File: src/rtl/i2s_tx.sv
// i2s_tx: I2S transmitter for 24-bit stereo samples in a 64-bit-clock frame.
// BCLK and LRCK are derived from clk_i by an even divider. A one-entry holding
// buffer decouples the upstream handshake from the frame-rate shift registers.
// A frame that starts with an empty buffer plays silence and records an underrun.
module i2s_tx #(
   parameter int MCLK_DIV = 8
) (
   input  logic        clk_i,
   input  logic        reset_i,
   input  logic        sample_valid_i,
   input  logic [23:0] sample_left_i,
   input  logic [23:0] sample_right_i,
   output logic        sample_ready_o,
   input  logic        mute_i,
   output logic        bclk_o,
   output logic        lrck_o,
   output logic        sdata_o,
   output logic        underrun_o,
   output logic [15:0] underrun_count_o
);

   localparam int DW = $clog2(MCLK_DIV);
   localparam logic [DW-1:0] DIV_LAST = DW'(MCLK_DIV - 1);
   localparam logic [DW-1:0] DIV_HALF = DW'(MCLK_DIV / 2);

   logic [DW-1:0] div_cnt_reg;
   logic [DW-1:0] div_cnt_next;
   logic [5:0]    bit_cnt_reg;
   logic [5:0]    bit_cnt_next;
   logic          bclk_reg;
   logic          lrck_reg;
   logic          sdata_reg;
   logic          buf_empty_reg;
   logic [23:0]   buf_left_reg;
   logic [23:0]   buf_right_reg;
   logic [23:0]   shift_left_reg;
   logic [23:0]   shift_right_reg;
   logic          underrun_reg;
   logic [15:0]   underrun_count_reg;

   logic          fall_event;
   logic          frame_start;
   logic          transfer;
   logic          left_slot;
   logic          right_slot;

   // Next-state values and event decode shared by the sequential blocks
   always_comb begin
      div_cnt_next = (div_cnt_reg == DIV_LAST) ? '0 : div_cnt_reg + 1'b1;
      bit_cnt_next = bit_cnt_reg + 6'd1;
      fall_event   = (div_cnt_reg == DIV_LAST);
      // Frame start is the fall event that carries bit_cnt from 63 to 0
      frame_start  = fall_event && (bit_cnt_reg == 6'd63);
      transfer     = sample_valid_i && buf_empty_reg;
      // One-bit I2S delay: data occupies bits 1..24 and 33..56 of the frame
      left_slot    = (bit_cnt_next >= 6'd1)  && (bit_cnt_next <= 6'd24);
      right_slot   = (bit_cnt_next >= 6'd33) && (bit_cnt_next <= 6'd56);
   end

   // Clock divider; BCLK rises mid-period and falls at the wrap
   always_ff @(posedge clk_i or posedge reset_i) begin
      if (reset_i) begin
         div_cnt_reg <= '0;
         bclk_reg    <= 1'b0;
      end else begin
         div_cnt_reg <= div_cnt_next;
         if (div_cnt_next == DIV_HALF) begin
            bclk_reg <= 1'b1;
         end else if (div_cnt_next == '0) begin
            bclk_reg <= 1'b0;
         end
      end
   end

   // Bit counter, word select, shift registers and serial data, all on fall events
   always_ff @(posedge clk_i or posedge reset_i) begin
      if (reset_i) begin
         bit_cnt_reg     <= 6'd63;
         lrck_reg        <= 1'b0;
         sdata_reg       <= 1'b0;
         shift_left_reg  <= '0;
         shift_right_reg <= '0;
      end else if (fall_event) begin
         bit_cnt_reg <= bit_cnt_next;
         lrck_reg    <= bit_cnt_next[5];
         if (frame_start) begin
            // Mute is only looked at here; the buffer is consumed either way
            if (!buf_empty_reg && !mute_i) begin
               shift_left_reg  <= buf_left_reg;
               shift_right_reg <= buf_right_reg;
            end else begin
               shift_left_reg  <= '0;
               shift_right_reg <= '0;
            end
            sdata_reg <= 1'b0;
         end else if (left_slot) begin
            sdata_reg      <= shift_left_reg[23];
            shift_left_reg <= {shift_left_reg[22:0], 1'b0};
         end else if (right_slot) begin
            sdata_reg       <= shift_right_reg[23];
            shift_right_reg <= {shift_right_reg[22:0], 1'b0};
         end else begin
            sdata_reg <= 1'b0;
         end
      end
   end

   // Holding buffer: filled by a handshake, emptied by the frame-start load.
   // A transfer on the frame-start edge only happens when empty, so it wins.
   always_ff @(posedge clk_i or posedge reset_i) begin
      if (reset_i) begin
         buf_empty_reg <= 1'b1;
         buf_left_reg  <= '0;
         buf_right_reg <= '0;
      end else if (transfer) begin
         buf_empty_reg <= 1'b0;
         buf_left_reg  <= sample_left_i;
         buf_right_reg <= sample_right_i;
      end else if (frame_start && !buf_empty_reg) begin
         buf_empty_reg <= 1'b1;
      end
   end

   // Underrun pulse and saturating underrun counter
   always_ff @(posedge clk_i or posedge reset_i) begin
      if (reset_i) begin
         underrun_reg       <= 1'b0;
         underrun_count_reg <= '0;
      end else begin
         underrun_reg <= frame_start && buf_empty_reg;
         if (frame_start && buf_empty_reg && (underrun_count_reg != 16'hFFFF)) begin
            underrun_count_reg <= underrun_count_reg + 16'd1;
         end
      end
   end

   assign sample_ready_o   = buf_empty_reg;
   assign bclk_o           = bclk_reg;
   assign lrck_o           = lrck_reg;
   assign sdata_o          = sdata_reg;
   assign underrun_o       = underrun_reg;
   assign underrun_count_o = underrun_count_reg;

endmodule

File: config.mk
export PLATFORM = sky130hd
export DESIGN_NAME = i2s_tx
export DESIGN_NICKNAME = d
export VERILOG_FILES = /design/src/rtl/i2s_tx.sv
export SDC_FILE = /design/constraint.sdc
export NUM_CORES = 1
export LEC_CHECK = 0
export BUFFER_PORTS_ARGS = -buffer_cell sky130_fd_sc_hd__buf_2
export CORE_MARGIN = 10
export CORE_UTILIZATION = 34
export DETAILED_ROUTE_END_ITERATION = 8
export SLEW_MARGIN = 15
export SYNTH_ARGS = -nofsm -noshare
export SYNTH_HDL_FRONTEND = slang
export SYNTH_SLANG_ARGS = --single-unit
File: constraint.sdc
create_clock -name clk_i -period 3.75 [get_ports clk_i]
set_input_delay 0.375 -clock clk_i [delete_from_list [all_inputs] [get_ports clk_i]]
set_output_delay 0.375 -clock clk_i [all_outputs]
set_load 0.1 [all_outputs]
; Yosys cells after proc, flatten, opt, wreduce, memory -nomap -nowiden
; Cells that the tools add are included.
[classes]
order_cmp = 4
muxes = 15
reduce_logical = 17
n_addsub = 3
n_eq_ne = 5
[op_table]
columns = cell, count
row1 = 24-bit 2-to-1 mux, 7
row2 = "16-bit by 1-bit adder with 16-bit output, second input constant", 1
row3 = "16-bit != test, second input constant", 1
row4 = 1-bit logical AND, 8
row5 = 2-bit nonzero test, 4
row6 = 1-bit 2-to-1 mux, 7
row7 = "6-bit by 1-bit adder with 6-bit output, second input constant", 1
row8 = "3-bit == test, second input constant", 2
row9 = "6-bit == test, second input constant", 1
row10 = "6-bit by 1-bit >= comparator with 1-bit output, second input constant", 1
row11 = "6-bit >= comparator, second input constant", 1
row12 = "6-bit by 5-bit less-or-equal comparator with 1-bit output, second input constant", 1
row13 = "6-bit less-or-equal comparator, second input constant", 1
row14 = "3-bit by 1-bit adder with 3-bit output, second input constant", 1
row15 = 3-bit zero test, 1
row16 = 3-bit 2-to-1 mux, 1
row17 = 3-bit AND reduction, 1
row18 = 1-bit zero test, 2
row19 = "2-bit != test, second input constant", 1
row20 = 2-bit AND reduction, 1
[word_totals]
ff_bits = 126

; Depth between registers and ports, before layout
; Gate-level depths: netlist of run 1.
[depth]
word_depth = 6
mapped_depth = 9
mapped_depth_nobuf = 7

; Worst setup path before layout of run 1
; OpenSTA, ideal clock, no wires.
[synth_timing]
kind = flip-flop to flip-flop
startpoint = reg underrun_count_reg[3], in the netlist underrun_count_o[3]
endpoint = reg underrun_count_reg[1], in the netlist underrun_count_o[1]
arrival_ps = 2427
setup_ps = 126
path_slack_ps = 1197
path_stages_with_launch = 5
path_cell_list = dfrtp_1 -> and4_1 -> nand4_1 -> o31ai_1 -> mux2_2
[synth_via]
elab_chain_len = 2
[synth_lines]
columns = item, line_no
row1 = "start, declared", 39  ; logic [15:0] underrun_count_reg;
row2 = "start signal, assigned", 132  ; underrun_count_reg <= underrun_count_reg + 16'd1;
row3 = 16-bit != test, 131  ; if (frame_start && buf_empty_reg && (underrun_count_reg != 16'hFFFF)) begin
row4 = 1-bit logical AND, 131
; No other way between the ends.
; A chain may end at the register's enable or synchronous reset.

; Final worst setup path of run 1
[layout_timing]
startpoint = reg div_cnt_reg[0]
endpoint = reg shift_right_reg[13]
[layout_via]
elab_chain_len = 4
word_cells_on_any_way = 6
classes_between = eq/ne (2) / mux (1) / reduce/logical (3)
[layout_lines]
columns = item, line_no
row1 = "start, declared", 26  ; logic [DW-1:0] div_cnt_reg;
row2 = "start signal, assigned", 66  ; div_cnt_reg <= div_cnt_next;
row3 = 3-bit == test (*), 51  ; fall_event = (div_cnt_reg == DIV_LAST);
row4 = 1-bit logical AND, 53  ; frame_start = fall_event && (bit_cnt_reg == 6'd63);
row5 = 2-bit != test (no source line) or 2-bit nonzero test (tied branches), --
row6 = 3-bit AND reduction (no source line), --
row7 = "end signal, assigned", 90  ; shift_right_reg <= buf_right_reg;
row8 = "end signal, assigned", 101  ; shift_right_reg <= {shift_right_reg[22:0], 1'b0};
row9 = "end, declared", 37  ; logic [23:0] shift_right_reg;
; Every way passes the cells marked *; elsewhere a longest branch is shown, timed or not.

==> insert_results.sql, run 1 <==
INSERT INTO impl_metrics (metric_group, metric, value, unit) VALUES
('sta', 'worst_slew_margin_relative_to_its_limit', '0.3054', ''),
('sta', 'fmax', '337.8', 'MHz'),
('global_route', 'grt_pass1_wl', '21590', 'um'),
('yosys', 'share_of_synthesized_registers_carrying_an_async_set_or_reset', '1.000', ''),
('global_route', 'grt_pass1_vias', '4184', ''),
('yosys', 'yosys_most_used_dff', 'sky130_fd_sc_hd__dfrtp_1', ''),
('setup_path', 'path_class', 'reg2reg', ''),
('setup_path', 'setup.worst_path.start_class', 'register', ''),
('power', 'vdd.ir_drop.worst', '0.2905', 'mV'),
('detailed_routing', 'route.vias.total', '4083', ''),
('setup_path', 'worst_ep_arrival_time', '3.25', 'ns'),
('power', 'power.density_cell_area', '477.0', 'nW/um^2'),
('sta', 'timing.final.max_slew_violations', '0', ''),
('cts', 'clock_tree.htree_level_count', '4', ''),
('detailed_routing', 'route.detailed.wl_per_inst', '16.58', 'um'),
('global_route', 'globalRouteMet1Util', '0.1499', ''),
('detailed_routing', 'detail_route.drc_violations', '0', ''),
('placed_design', 'numPortBuffers', '72', ''),
('global_route', 'maximum_number_of_pins_on_one_net_before_global_route_repair', '91', ''),
('finish', 'antennaDiodeCount', '0', ''),
('cts', 'clock_insertion_delay_worst_skew', '0.42', 'ns'),
('yosys', 'synth-edff-count', '0', ''),
('die', 'placementRows', '47', ''),
('yosys', 'yosys.area_share.xor_xnor', '0.02898', ''),
('detailed_routing', 'detailedRoute.firstIterationViolations', '187', ''),
('die', 'die_height', '149.5', 'um'),
('setup_path', 'timing.critical_path.to', 'shift_right_reg[13]', ''),
('setup_path', 'reg2reg_slack', '0.79', 'ns'),
('cts', 'cts_num_sinks', '126', ''),
('yosys', 'postSynthNetCount', '527', ''),
('setup_path', 'crit_path_max_incr_delay', '0.81', 'ns'),
('yosys', 'register_area_share_after_synthesis', '0.5548', ''),
('yosys', 'synth-seq-cells', '126', ''),
('yosys', 'post_synthesis_mux_area_share', '0.1005', ''),
('setup_path', 'worstSetupStartpoint', 'div_cnt_reg[0]', ''),
('global_route', 'antenna_violations_before_repair', '0', ''),
('global_route', 'grt_most_used_layer', 'met2', ''),
('setup_path', 'r2r_depth', '8', ''),
('cts', 'cts_tree', 'built', ''),
('sta', 'period_minus_slack', '2.960', 'ns'),
('yosys', 'adder_and_majority_gate_portion_of_the_synthesized_area', '0.01537', ''),
('die', 'design.portCount', '73', ''),
('cts', 'root_driver', 'sky130_fd_sc_hd__clkbuf_16', ''),
('yosys', 'synth_area', '5699', 'sq um'),
('hold_path', 'holdCritPathClass', 'in2async', ''),
('sta', 'finalCritPeriodShare', '0.7895', ''),
('setup_path', 'worstPathCellList', 'ha_1 > ha_1 > nand3_1 > or2_1 > nor3_2 > buf_4 > a22o_1 > a221o_1', ''),
('global_route', 'all_layer_global_routing_usage', '0.1188', ''),
('sta', 'transition_time_at_the_pin_with_the_least_slew_margin', '1.042', 'ns'),
('die', 'initial_utilization', '0.3449', ''),
('setup_path', 'rr_endpoint', 'shift_right_reg[13]', ''),
('setup_path', 'cp_max_delay_cell', 'sky130_fd_sc_hd__or2_1', ''),
('yosys', 'synth.yosys.warnings', '0', ''),
('cts', 'count_of_hold_buffers_inserted_by_post_cts_repair', '0', ''),
('yosys', 'synthCells', '468', ''),
('sta', 'grt_setup_unrepaired', 'no', ''),
('sta', 'finalSetupViolCount', '0', ''),
('global_route', 'global_route.overflow_total', '0', ''),
('detailed_routing', 'dr.pass1.iters', '5', ''),
('flow_run', 'max-cap-violations', '0', ''),
('placed_design', 'routability_cong', '0.8004', ''),
('finish', 'synthToLayoutAreaGrowth', '20.15', '%'),
('yosys', 'synth-compound-area-share', '0.1976', ''),
('setup_path', 'timing.critical_path.fanout_max', '28', ''),
('die', 'fp.coreArea', '16520', 'sq um'),
('sta', 'skew', '0.01059', 'ns'),
('setup_path', 'critical_path.endpoint_type', 'register', ''),
('placed_design', 'dpl-instance-area', '6226', 'sq um'),
('yosys', 'synth_area_per_cell', '12.18', 'sq um'),
('status', 'status', 'finished clean', ''),
('yosys', 'netlist-cell-type-count', '53', '');
power breakdown:
part	total (W)	switching, W	internal (W)	leakage, nW
combinational	0.000116	0.0000516	0.0000640	1.20
clock	0.00169	0.000612	0.00108	0.292
sequential	0.00146	0.0000371	0.00142	1.65
worst max-delay path, delay by kind of cell (launching register included):
| kind | cells | cell delay [ns] |
|---|---|---|
| buffers and inverters | 1 | 0.25 |
| AO/OA/AOI/OAI | 2 | 0.49 |
| AND/OR/NAND/NOR | 3 | 1.10 |
| adder cells (fa/ha/maj) | 2 | 0.59 |
| flip-flops | 1 | 0.40 |
stage by stage:
| step | hold slack [ns] | utilization | std cells | setup slack (ns) | power [W] |
|---|---|---|---|---|---|
| after global placement | 0.4435 | 0.3768 | 735 | 0.9429 | 0.001596 |
| final | 0.1117 | 0.4144 | 767 | 0.7895 | 0.003266 |
| after detailed placement | 0.4577 | 0.3768 | 735 | 0.7818 | 0.001601 |
| after floorplan | 0.4305 | - | 468 | 0.03065 | 0.001541 |
| after CTS | 0.1190 | 0.4139 | 767 | 0.7703 | 0.003304 |
| after global routing | 0.1738 | 0.4144 | 767 | 0.6045 | 0.003390 |
layer usage:
layer,part of all wire,wire length [um],vias up
met1,0.45,5687,2065
met3,0.048,610,15
met4,0.013,168,0
met2,0.49,6251,97
met5,0,0,-
li1,-,-,1906
layout make-up:
cell class | count | area [sq um]
fillers | 1566 | 9677
well taps | 220 | 275.3
repair buffers | 80 | 420.4
flip-flops and latches | 126 | 3162
clock buffers | 19 | 452.9
clock inverters | 13 | 161.4
inverters | 8 | 35.03
multi-input cells | 301 | 2341
cells by family (layout without fill, tap and decap cells):
logic type      after synthesis  after routing
flops                       126            126
buf+inv                      41            120
fa+ha+maj                     7              7
compound gates              161            161
simple gates                 64             64
xor+xnor                     18             18
mux                          51             51
worst min-delay path by stage:
stage	start	end	slack, ns	cells past startpoint
2_1_floorplan	div_cnt_reg[0]	div_cnt_reg[0]	0.43	1
3_3_place_gp	div_cnt_reg[0]	div_cnt_reg[0]	0.44	1
3_5_place_dp	div_cnt_reg[0]	div_cnt_reg[0]	0.46	1
4_1_cts	sample_valid_i	sample_ready_o	0.12	2
5_1_grt	sample_right_i[18]	buf_right_reg[18]	0.17	2
6_report	reset_i	underrun_count_o[7]	0.11	2
cell usage after synthesis, types with 2 or more instances:
master	n	area share
sky130_fd_sc_hd__buf_6	4	0.0079
sky130_fd_sc_hd__nand4b_1	2	0.0031
sky130_fd_sc_hd__mux2_2	50	0.099
sky130_fd_sc_hd__xor2_1	3	0.0046
sky130_fd_sc_hd__xnor2_1	14	0.022
sky130_fd_sc_hd__buf_2	7	0.0061
sky130_fd_sc_hd__inv_1	8	0.0053
sky130_fd_sc_hd__a31oi_1	23	0.025
sky130_fd_sc_hd__nand4_1	6	0.0066
sky130_fd_sc_hd__nand3_1	12	0.011
sky130_fd_sc_hd__a221o_1	23	0.040
sky130_fd_sc_hd__nor2_2	2	0.0022
sky130_fd_sc_hd__clkbuf_1	19	0.013
sky130_fd_sc_hd__and3_1	2	0.0022
sky130_fd_sc_hd__buf_4	3	0.0040
sky130_fd_sc_hd__nand2_1	13	0.0086
sky130_fd_sc_hd__nor3_1	3	0.0026
sky130_fd_sc_hd__a211o_1	2	0.0031
sky130_fd_sc_hd__and2_4	2	0.0031
sky130_fd_sc_hd__a22o_1	23	0.035
sky130_fd_sc_hd__dfstp_2	7	0.032
sky130_fd_sc_hd__a21oi_1	49	0.043
sky130_fd_sc_hd__and4_1	2	0.0031
sky130_fd_sc_hd__nor2_1	8	0.0053
sky130_fd_sc_hd__ha_1	7	0.015
sky130_fd_sc_hd__o21ai_1	20	0.018
sky130_fd_sc_hd__dfrtp_1	119	0.52
sky130_fd_sc_hd__o21ai_0	10	0.0088
cell usage in the layout, fill, tap and decap left out, types with 4 or more instances in the layout:
master / n
sky130_fd_sc_hd__dfrtp_1: 119
sky130_fd_sc_hd__buf_2: 72
sky130_fd_sc_hd__mux2_2: 50
sky130_fd_sc_hd__a21oi_1: 49
sky130_fd_sc_hd__a22o_1: 23
sky130_fd_sc_hd__a221o_1: 23
sky130_fd_sc_hd__a31oi_1: 23
sky130_fd_sc_hd__o21ai_1: 20
sky130_fd_sc_hd__clkbuf_16: 17
sky130_fd_sc_hd__xnor2_1: 14
sky130_fd_sc_hd__nand3_1: 12
sky130_fd_sc_hd__nand2_1: 12
sky130_fd_sc_hd__o21ai_0: 10
sky130_fd_sc_hd__nor2_1: 8
sky130_fd_sc_hd__buf_4: 8
sky130_fd_sc_hd__inv_1: 7
sky130_fd_sc_hd__ha_1: 7
sky130_fd_sc_hd__dfstp_2: 7
sky130_fd_sc_hd__nand4_1: 6
sky130_fd_sc_hd__clkinvlp_4: 4
Note: power is estimated with default switching activity, not from simulation.
==> inputs of run 2 (changes only) <==
- clock period: 3.75 -> 2.4 ns (I/O delays scaled with it)
==> insert_results.sql, run 2 (same netlist as run 1, synthesis figures left out) <==
INSERT INTO impl_metrics (metric_group, metric, value, unit) VALUES
('sta', 'period_minus_slack', '2.371', 'ns'),
('power', 'power', '0.005318', 'W'),
('detailed_routing', 'vias_per_cell', '5.325', ''),
('setup_path', 'worstPathCellList', 'nand3_1 > or3_4 > a211o_2 > nor3_4 > a221o_1', ''),
('placed_design', 'detailedPlace.worstSlack', '-0.1508', 'ns'),
('setup_path', 'critical_path.endpoint_type', 'register', ''),
('global_route', 'globalRouteMet1Util', '0.1595', ''),
('hold_path', 'hold_start', 'sample_valid_i', ''),
('die', 'die_height', '149.5', 'um'),
('finish', 'antennaDiodeCount', '0', ''),
('setup_path', 'path_class', 'reg2reg', ''),
('setup_path', 'setup.worst_path.start_class', 'register', ''),
('finish', 'mostFrequentLayoutCell', 'sky130_fd_sc_hd__dfrtp_1', ''),
('detailed_routing', 'dr.pass1.iters', '4', ''),
('sta', 'finalSetupViolCount', '0', ''),
('sta', 'smallest_setup_slack_after_layout', '0.02913', 'ns'),
('setup_path', 'worst_ep_arrival_time', '2.72', 'ns'),
('detailed_routing', 'routed_wirelength', '14240', 'um'),
('sta', 'transition_time_at_the_pin_with_the_least_slew_margin', '0.6051', 'ns'),
('hold_path', 'timing.hold.worst_path_depth', '2', ''),
('global_route', 'grt_use_met3', '0.03835', ''),
('detailed_routing', 'route.detailed.wl_per_inst', '17.89', 'um'),
('placed_design', 'dpl-instance-area', '6429', 'sq um'),
('setup_path', 'timing.critical_path.fanout_max', '11', ''),
('cts', 'cts_inserted_buffers', '17', ''),
('setup_path', 'reg2reg_slack', '0.03', 'ns'),
('sta', 'fmax', '421.8', 'MHz'),
('finish', 'design.final.nets', '623', ''),
('finish', 'synthToLayoutAreaGrowth', '28.19', '%'),
('die', 'fp.coreArea', '16520', 'sq um'),
('placed_design', 'post-dp-hpwl', '9114', 'um'),
('placed_design', 'numPortBuffers', '72', ''),
('global_route', 'grt_most_used_layer', 'met2', ''),
('placed_design', 'routability_cong', '0.7916', ''),
('die', 'design.portCount', '73', ''),
('cts', 'cts_num_sinks', '126', ''),
('detailed_routing', 'detailedRoute.firstIterationViolations', '286', ''),
('finish', 'final_cell_mix', 'sky130_fd_sc_hd__dfrtp_1 (110), sky130_fd_sc_hd__buf_2 (72), sky130_fd_sc_hd__mux2_2 (50)', ''),
('global_route', 'maximum_number_of_pins_on_one_net_before_global_route_repair', '60', ''),
('power', 'power.density_cell_area', '727.9', 'nW/um^2'),
('cts', 'clock_tree.htree_level_count', '4', ''),
('detailed_routing', 'detail-route-antenna-nets', '0', ''),
('global_route', 'groute.layer.met2.usage', '0.2108', ''),
('sta', 'hold_viol_final', '0', ''),
('cts', 'clock_insertion_delay_worst_skew', '0.41', 'ns'),
('hold_path', 'whs_endpoint', 'sample_ready_o', ''),
('setup_path', 'crit_path_max_incr_delay', '0.62', 'ns'),
('die', 'fp.dieArea', '22340', 'sq um'),
('sta', 'timing.final.max_slew_violations', '0', ''),
('global_route', 'grt_pass1_wl', '23170', 'um'),
('global_route', 'global_route.overflow_total', '0', ''),
('die', 'initial_utilization', '0.3449', ''),
('detailed_routing', 'detail_route.drc_violations', '0', ''),
('cts', 'root_driver', 'sky130_fd_sc_hd__clkbuf_16', ''),
('global_route', 'grt_pass1_vias', '4483', ''),
('setup_path', 'rr_endpoint', 'shift_right_reg[2]', ''),
('sta', 'finalCritPeriodShare', '0.9879', ''),
('global_route', 'all_layer_global_routing_usage', '0.1294', ''),
('die', 'placementRows', '47', ''),
('power', 'p_leak', '3.339', 'nW'),
('sta', 'skew', '0.007420', 'ns'),
('flow_run', 'max-cap-violations', '0', ''),
('setup_path', 'crit_path_required_time', '2.75', 'ns'),
('cts', 'cts.reportedPaths.clkPinSlew', '0.05', 'ns'),
('cts', 'max-clock-path-buffers', '2', ''),
('sta', 'final.hold.worst_slack', '0.009266', 'ns'),
('setup_path', 'r2r_depth', '5', ''),
('hold_path', 'holdCritPathClass', 'in2reg', ''),
('global_route', 'antenna_violations_before_repair', '0', ''),
('sta', 'worst_slew_margin_relative_to_its_limit', '0.5951', ''),
('finish', 'final_layout_size_suffix_gt1_frac', '0.4028', ''),
('sta', 'grt_setup_unrepaired', 'yes', ''),
('die', 'die_width', '149.5', 'um'),
('detailed_routing', 'route.vias.total', '4239', ''),
('status', 'status', 'finished clean', ''),
('cts', 'cts_tree', 'built', ''),
('setup_path', 'cp_max_delay_cell', 'sky130_fd_sc_hd__dfstp_2', ''),
('power', 'vdd.ir_drop.worst', '0.4759', 'mV'),
('setup_path', 'timing.rr.start', 'bit_cnt_reg[0]', ''),
('finish', 'postLayoutCellArea', '7306', 'sq um');
-- run 2: cell type report --
class	count	area [sq um]
Fill cell	1516	9219
Sequential cell	126	3173
Multi-Input combinational cell	304	2466
Timing Repair Buffer	107	700.7
Clock buffer	22	474.2
Tap cell	220	275.3
Clock inverter	9	182.7
Inverter	8	33.78
-- run 2: per-layer routing --
| metal | up-vias | wire length [um] |
|---|---|---|
| li1 | 1982 | - |
| met1 | 2140 | 6282 |
| met2 | 103 | 7192 |
| met3 | 14 | 583 |
| met4 | 0 | 184 |
| met5 | - | 0 |
-- run 2: stage by stage --
stage | TNS [ns] | instances | utilization
6_report | 0 | 796 | 0.4421
3_5_place_dp | -2.970 | 752 | 0.3890
3_3_place_gp | -0.3878 | 752 | 0.3890
5_1_grt | -0.7583 | 796 | 0.4421
4_1_cts | 0 | 787 | 0.4341
2_1_floorplan | 0 | 468 | -
-- run 2: timing repair --
action	in CTS	in global routing
gates resized for setup	6	11
cloned	2	1
hold buffers	1	0
endpoints found under the setup margin	53	48
pin swaps	3	7
buffers inserted	1	9
hold endpoints to repair	15	0
-- run 2: how the worst max path moves through the flow --
stage                              startpoint              endpoint  cells past startpoint
after detailed placement       bit_cnt_reg[0]  underrun_count_o[15]                      8
after global placement         bit_cnt_reg[0]    shift_right_reg[9]                      5
final                          bit_cnt_reg[0]    shift_right_reg[2]                      5
after global routing           bit_cnt_reg[1]   shift_right_reg[12]                      5
after CTS                      bit_cnt_reg[0]   shift_right_reg[11]                      7
after floorplan           underrun_count_o[1]   underrun_count_o[1]                      4
-- run 2: report_power, final --
group          internal [W]  leakage (nW)  switching [W]
sequential          0.00222          1.63      0.0000545
clock               0.00192         0.313       0.000930
combinational      0.000104          1.40      0.0000839
-- run 2: critical path, delay by kind of cell (launching register included) --
family	cells	cell delay, ns
AO/OA/AOI/OAI	2	0.65
flip-flops	1	0.62
AND/OR/NAND/NOR	3	1.03
